`src/rtl/qdma_2908.sv`:
```
// QBUS DMA master for the Am2908 board: arbitrates with TDMR/RDMG/TSACK and runs one
// DATI or DATO per grant, steering the qctl_2908 transceivers through the dma_* strobes.
module qdma_2908 #(
  parameter int ADDR_DESKEW = 3,
  parameter int ADDR_HOLD   = 2,
  parameter int DATA_DESKEW = 2,
  parameter int RD_SETTLE   = 4,
  parameter int TIMEOUT     = 200
) (
  input  logic        clk,
  input  logic        reset,
  input  logic        req,
  input  logic        req_write,
  input  logic [21:0] req_addr,
  input  logic [15:0] req_wdata,
  output logic        ack,
  output logic        nxm,
  output logic [15:0] rdata,
  input  logic [15:0] dal_in,
  input  logic        RDMG,
  output logic        TDMGO,
  output logic        TDMR,
  output logic        TSACK,
  input  logic        RSYNC,
  input  logic        RRPLY,
  output logic        TSYNC,
  output logic        TDIN,
  output logic        TDOUT,
  output logic        dma_assert_dal,
  output logic [21:0] dma_dal,
  output logic        dma_twtbt,
  output logic        dma_daltx,
  output logic        dma_dalst,
  output logic        dma_dalbe
);

  localparam int CW = 8;
  localparam int TW = $clog2(TIMEOUT + 1);

  typedef enum logic [3:0] {
    IDLE, REQ, BUSWAIT, ADDR, AHOLD, WDATA, XFER, RSETTLE, WHOLD, TAIL, RELEASE
  } state_t;

  state_t state, state_d;

  logic [1:0] rdmg_sync, rsync_sync, rrply_sync;
  logic s_rdmg, s_rsync, s_rrply;

  logic [CW-1:0] cnt, cnt_d;
  logic [TW-1:0] tmo, tmo_d;
  logic          wr, wr_d;
  logic [21:0]   addr, addr_d;
  logic [15:0]   wdata, wdata_d;
  logic [15:0]   rbuf, rbuf_d;
  logic          nxm_flag, nxm_flag_d;

  logic tdmgo_d, tdmr_d, tsack_d, tsync_d, tdin_d, tdout_d;
  logic assert_d, twtbt_d, daltx_d, dalst_d, dalbe_d;
  logic [21:0] dal_d;
  logic ack_d, nxm_d;
  logic [15:0] rdata_d;

  logic addr_lsb_unused;
  assign addr_lsb_unused = req_addr[0];

  assign s_rdmg  = rdmg_sync[1];
  assign s_rsync = rsync_sync[1];
  assign s_rrply = rrply_sync[1];

  // Bus inputs arrive from other masters' clock domains.
  always_ff @(posedge clk) begin
    if (reset) begin
      rdmg_sync  <= '0;
      rsync_sync <= '0;
      rrply_sync <= '0;
    end else begin
      rdmg_sync  <= {rdmg_sync[0], RDMG};
      rsync_sync <= {rsync_sync[0], RSYNC};
      rrply_sync <= {rrply_sync[0], RRPLY};
    end
  end

  always_ff @(posedge clk) begin
    if (reset) begin
      state          <= IDLE;
      cnt            <= '0;
      tmo            <= '0;
      wr             <= 1'b0;
      addr           <= '0;
      wdata          <= '0;
      rbuf           <= '0;
      nxm_flag       <= 1'b0;
      TDMGO          <= 1'b0;
      TDMR           <= 1'b0;
      TSACK          <= 1'b0;
      TSYNC          <= 1'b0;
      TDIN           <= 1'b0;
      TDOUT          <= 1'b0;
      dma_assert_dal <= 1'b0;
      dma_dal        <= '0;
      dma_twtbt      <= 1'b0;
      dma_daltx      <= 1'b0;
      dma_dalst      <= 1'b0;
      dma_dalbe      <= 1'b0;
      ack            <= 1'b0;
      nxm            <= 1'b0;
      rdata          <= '0;
    end else begin
      state          <= state_d;
      cnt            <= cnt_d;
      tmo            <= tmo_d;
      wr             <= wr_d;
      addr           <= addr_d;
      wdata          <= wdata_d;
      rbuf           <= rbuf_d;
      nxm_flag       <= nxm_flag_d;
      TDMGO          <= tdmgo_d;
      TDMR           <= tdmr_d;
      TSACK          <= tsack_d;
      TSYNC          <= tsync_d;
      TDIN           <= tdin_d;
      TDOUT          <= tdout_d;
      dma_assert_dal <= assert_d;
      dma_dal        <= dal_d;
      dma_twtbt      <= twtbt_d;
      dma_daltx      <= daltx_d;
      dma_dalst      <= dalst_d;
      dma_dalbe      <= dalbe_d;
      ack            <= ack_d;
      nxm            <= nxm_d;
      rdata          <= rdata_d;
    end
  end

  always_comb begin
    state_d    = state;
    cnt_d      = cnt;
    tmo_d      = tmo;
    wr_d       = wr;
    addr_d     = addr;
    wdata_d    = wdata;
    rbuf_d     = rbuf;
    nxm_flag_d = nxm_flag;
    tdmgo_d    = 1'b0;
    tdmr_d     = TDMR;
    tsack_d    = TSACK;
    tsync_d    = TSYNC;
    tdin_d     = TDIN;
    tdout_d    = TDOUT;
    assert_d   = dma_assert_dal;
    dal_d      = dma_dal;
    twtbt_d    = dma_twtbt;
    daltx_d    = dma_daltx;
    dalst_d    = dma_dalst;
    dalbe_d    = dma_dalbe;
    ack_d      = 1'b0;
    nxm_d      = nxm;
    rdata_d    = rdata;

    case (state)
      IDLE: begin
        tdmgo_d = s_rdmg && !req;
        // req is still high in the ack cycle; it belongs to the finished transfer.
        if (req && !ack) begin
          wr_d       = req_write;
          addr_d     = {req_addr[21:1], 1'b0};
          wdata_d    = req_wdata;
          nxm_flag_d = 1'b0;
          tdmr_d     = 1'b1;
          state_d    = REQ;
        end
      end
      REQ: begin
        if (s_rdmg) begin
          tdmr_d  = 1'b0;
          tsack_d = 1'b1;
          state_d = BUSWAIT;
        end
      end
      BUSWAIT: begin
        if (!s_rsync && !s_rrply) begin
          assert_d = 1'b1;
          daltx_d  = 1'b1;
          dal_d    = addr;
          twtbt_d  = wr;
          cnt_d    = '0;
          state_d  = ADDR;
        end
      end
      ADDR: begin
        cnt_d = cnt + 1'b1;
        if (cnt == CW'(0)) begin
          dalst_d = 1'b1;
        end else if (cnt == CW'(1)) begin
          dalbe_d = 1'b1;
        end else if (cnt == CW'(ADDR_DESKEW + 1)) begin
          tsync_d = 1'b1;
          cnt_d   = '0;
          state_d = AHOLD;
        end
      end
      AHOLD: begin
        cnt_d = cnt + 1'b1;
        if (cnt == CW'(ADDR_HOLD - 1)) begin
          cnt_d = '0;
          if (wr) begin
            // Drop the strobe so the data load below is a fresh rising edge.
            twtbt_d = 1'b0;
            dal_d   = {6'b0, wdata};
            dalst_d = 1'b0;
            state_d = WDATA;
          end else begin
            dalbe_d  = 1'b0;
            dalst_d  = 1'b0;
            daltx_d  = 1'b0;
            assert_d = 1'b0;
            twtbt_d  = 1'b0;
            dal_d    = '0;
            tdin_d   = 1'b1;
            tmo_d    = '0;
            state_d  = XFER;
          end
        end
      end
      WDATA: begin
        cnt_d   = cnt + 1'b1;
        dalst_d = (cnt == CW'(0));
        if (cnt == CW'(DATA_DESKEW)) begin
          tdout_d = 1'b1;
          tmo_d   = '0;
          cnt_d   = '0;
          state_d = XFER;
        end
      end
      XFER: begin
        tmo_d = tmo + 1'b1;
        if (s_rrply) begin
          cnt_d = '0;
          if (wr) begin
            tdout_d = 1'b0;
            state_d = WHOLD;
          end else begin
            state_d = RSETTLE;
          end
        end else if (tmo == TW'(TIMEOUT - 1)) begin
          tdin_d     = 1'b0;
          tdout_d    = 1'b0;
          assert_d   = 1'b0;
          dal_d      = '0;
          twtbt_d    = 1'b0;
          daltx_d    = 1'b0;
          dalst_d    = 1'b0;
          dalbe_d    = 1'b0;
          nxm_flag_d = 1'b1;
          state_d    = TAIL;
        end
      end
      RSETTLE: begin
        cnt_d = cnt + 1'b1;
        if (cnt == CW'(RD_SETTLE - 1)) begin
          rbuf_d  = dal_in;
          tdin_d  = 1'b0;
          state_d = TAIL;
        end
      end
      WHOLD: begin
        cnt_d = cnt + 1'b1;
        if (cnt == CW'(1)) begin
          dalbe_d  = 1'b0;
          dalst_d  = 1'b0;
          daltx_d  = 1'b0;
          assert_d = 1'b0;
          dal_d    = '0;
          state_d  = TAIL;
        end
      end
      TAIL: begin
        if (!s_rrply) begin
          tsync_d = 1'b0;
          state_d = RELEASE;
        end
      end
      RELEASE: begin
        tsack_d = 1'b0;
        ack_d   = 1'b1;
        nxm_d   = nxm_flag;
        if (!nxm_flag && !wr) rdata_d = rbuf;
        state_d = IDLE;
      end
      default: state_d = IDLE;
    endcase
  end

endmodule

```
`config.mk`:
```
export PLATFORM = sky130hd
export DESIGN_NAME = qdma_2908
export DESIGN_NICKNAME = d
export VERILOG_FILES = /design/src/rtl/qdma_2908.sv
export SDC_FILE = /design/constraint.sdc
export NUM_CORES = 1
export LEC_CHECK = 0
export BUFFER_PORTS_ARGS = -buffer_cell sky130_fd_sc_hd__buf_2
export CORE_MARGIN = 8
export CORE_UTILIZATION = 55
export DETAILED_ROUTE_END_ITERATION = 10
export PLACE_DENSITY = 0.8
export SLEW_MARGIN = 20
export SYNTH_ARGS = -nofsm -noshare
export SYNTH_HDL_FRONTEND = slang
export SYNTH_SLANG_ARGS = --single-unit
```
`constraint.sdc`:
```
create_clock -name clk -period 3.1 [get_ports clk]
set_input_delay 0.62 -clock clk [delete_from_list [all_inputs] [get_ports clk]]
set_output_delay 0.62 -clock clk [all_outputs]
set_load 0.05 [all_outputs]
```
==> metrics <==
Worst slew margin=44.1%; clk slew on worst S/H paths=0.06 ns; Detailed Place HPWL=9.92 mm; DRC Markers=0; 1st-iter DRT viols=345; Leak Pwr=2.60 nW; Register Area=0.00262 mm2; met3 Usage GRT=under 10%; drt pass-1 iters=6; share of layout cells above drive strength 1=between 20% and 30%; RSZ-0062 raised after global routing=no; gpl congestion=0.951; r2r endpoint=dma_daltx; CP max FO=46; most common cell after layout, fill and taps aside=nand2_1; end point of the critical path=dma_daltx; Critical Path Source Type=register; row count=36; vias=5241; busiest grt layer=met2; peak supply drop=approximately 0.50 mV; GR Overflow Total=0; status=finished clean; CTS tree=done; top cell type's share of synthesized area=a little under half; CP endpoint kind=register; Root Buffer=clkbuf_8; wire length of the first global-routing pass=24.0 mm; Fillers=884; sequential element share of the synthesized area=47.1%; Crit path largest cell delay=0.77 ns; synthesized area per cell=between 8 and 9 um2; # resized after CTS=0; Synth async-reset ratio=0%; Routed Antenna Nets=0; Pins Over Slew Limit=0; Layout Cells excl Fill=slightly above 900; Crit Path Class=register to register; H-tree levels=4; Synth area leader=dfxtp_1; dpl cells=885; effective utilization at floorplan=56.7%; Core ar.=0.00982 mm2; Setup Buffers After CTS=0; actual slew at the worst max-slew pin=between 0.8 and 0.9 ns; PwrDens=815 mW/mm2; clock period minus worst slack=about 2.6 ns; most frequent cells in the layout=nand2_1, dfxtp_1, buf_2; Synthesized Nets=747; die area=0.0136 mm2; overall routing resource usage=22.1%; skew final=about 0.0054 ns; Worst Path Required=3.51 ns; library cells used by synthesis=60; Post-synth EDFFs=0; clock latency on the worst-skew pair=0.52 ns; area delta synth->final=19.9%; largest net degree at the start of global routing=56; launching point of the worst reg2reg path=state[3]; synthesized area=between 0.005 and 0.006 mm2; Critical-path top delay cell=dfxtp_1; fmax=379 MHz; Reg2Reg Depth=6; vias per cell=5.72; Top Ports=112; CTS buffer count=17; period utilisation layout=85.2%; WP data arrival=3.05 ns; crit path cell chain=nor3b_1 -> o32ai_1 -> a2111oi_4 -> buf_4 -> a31oi_1 -> nor2b_1; Final Hold Violating Endpoints=0; max cap viols=0; synth top area cells=dfxtp_1, nand2_1, a21oi_1; IO buf count=110; clk sinks=131; Routed WL=14.6 mm; initial antenna violation count=0; # diodes=0; #FFs+latches synth=131; grt met2 use=37.8%; Synth Flop Type=dfxtp_1; met1 usage=24.9%; Worst setup startpoint=state[3]; Synth Instances=681; number of global-route vias before repair=5094; Syn. warnings=0; cts hold-fix bufs=0; worst min path class=input pin to register; Die X=117 um; Layout Nets=around 840; r2r setup slk=0.46 ns; WL/cell=16.0 um; largest buffer count on any clock path=2; setup TNS=0 ns; setup violators final=0; Multi-input gate area=0.00270 mm2; Die H=about 120 um
[area by class of cell]
class                   count  area share [%]
flip-flops and latches    131            39.3
clock inverters            10           0.937
well taps                 133            2.49
clock buffers              21            6.58
inverters                   6           0.337
multi-input cells         491            40.5
repair buffers            124            9.86
[how the worst min path moves through the flow]
| stage | startpoint | to | depth (start not counted) |
|---|---|---|---|
| 3_5_place_dp | rsync_sync[0] | rsync_sync[1] | 1 |
| 3_3_place_gp | rrply_sync[0] | rrply_sync[1] | 1 |
| 5_1_grt | req | TDMGO | 2 |
| 2_1_floorplan | rdmg_sync[0] | rdmg_sync[1] | 1 |
| 6_report | req | TDMGO | 2 |
| 4_1_cts | req | TDMGO | 2 |
[synth_stat cells, types with 4 or more instances]
library cell,count
nor2b_1,14
nand3_1,18
dfxtp_1,131
nand2_1,151
nor3_1,13
xnor2_1,7
or4_1,6
a211oi_1,21
nor2_1,43
o31ai_1,7
a21oi_1,98
a31oi_1,6
o21ai_0,4
clkbuf_1,48
mux2i_1,6
or3_1,4
nand4_1,7
ha_1,5
inv_1,6
a22oi_1,15
and2_1,5
nand2b_1,12
[logic make-up (layout without fill, tap and decap cells)]
| group | Yosys count | in the layout | share of synthesized area [%] |
|---|---|---|---|
| AOI/OAI and AO/OA | 179 | 179 | 20.3 |
| xor gates and xnor gates | 8 | 8 | 1.26 |
| adders and majority gates | 5 | 5 | 1.12 |
| buffers and inverters | 59 | 161 | 4.32 |
| DFF | 131 | 131 | 47.1 |
| muxes | 7 | 7 | 1.28 |
| and+or+nand+nor | 292 | 292 | 24.6 |
[critical path: cells and delay by family, from the launching register on]
family / cells / cell delay, ns
buf+inv: 1 / 0.46
compound gates: 3 / 0.70
flops: 1 / 0.77
simple gates: 2 / 0.59
[where the power goes]
part | leakage [nW] | internal, W | total (W) | switching [W]
Combinational | 1.29 | 0.000525 | 0.00164 | 0.00112
Clock | 0.247 | 0.000989 | 0.00169 | 0.000703
Sequential | 1.07 | 0.00191 | 0.00210 | 0.000192
Total | 2.60 | 0.00343 | 0.00544 | 0.00201
[through the flow]
step	setup slack (ns)	total power, W	hold slack, ns	cell area, um2	util, %
after floorplan	0.733	0.00338	0.414	5570	-
after global placement	0.586	0.00372	0.422	6170	62.9
after detailed placement	0.511	0.00377	0.432	6170	62.9
after CTS	0.501	0.00546	0.255	6680	68.0
after global routing	0.221	0.00573	0.257	6680	68.0
final	0.459	0.00544	0.271	6680	68.0
[routing by layer]
| metal | routed length, um | vias up |
|---|---|---|
| li1 | - | 2548 |
| met1 | 5820 | 2474 |
| met2 | 7460 | 184 |
| met3 | 1000 | 35 |
| met4 | 331 | 0 |
| met5 | 0 | - |
[state kept, by name, indices dropped and copies added (netlist names), 2 cells and up]
signal      cells
rsync_sync      2
rbuf           16
rdmg_sync       2
rdata          16
addr           21
wdata          16
state           4
cnt             8
rrply_sync      2
tmo             8
dma_dal        22
Power figures use the tool's default switching activity.
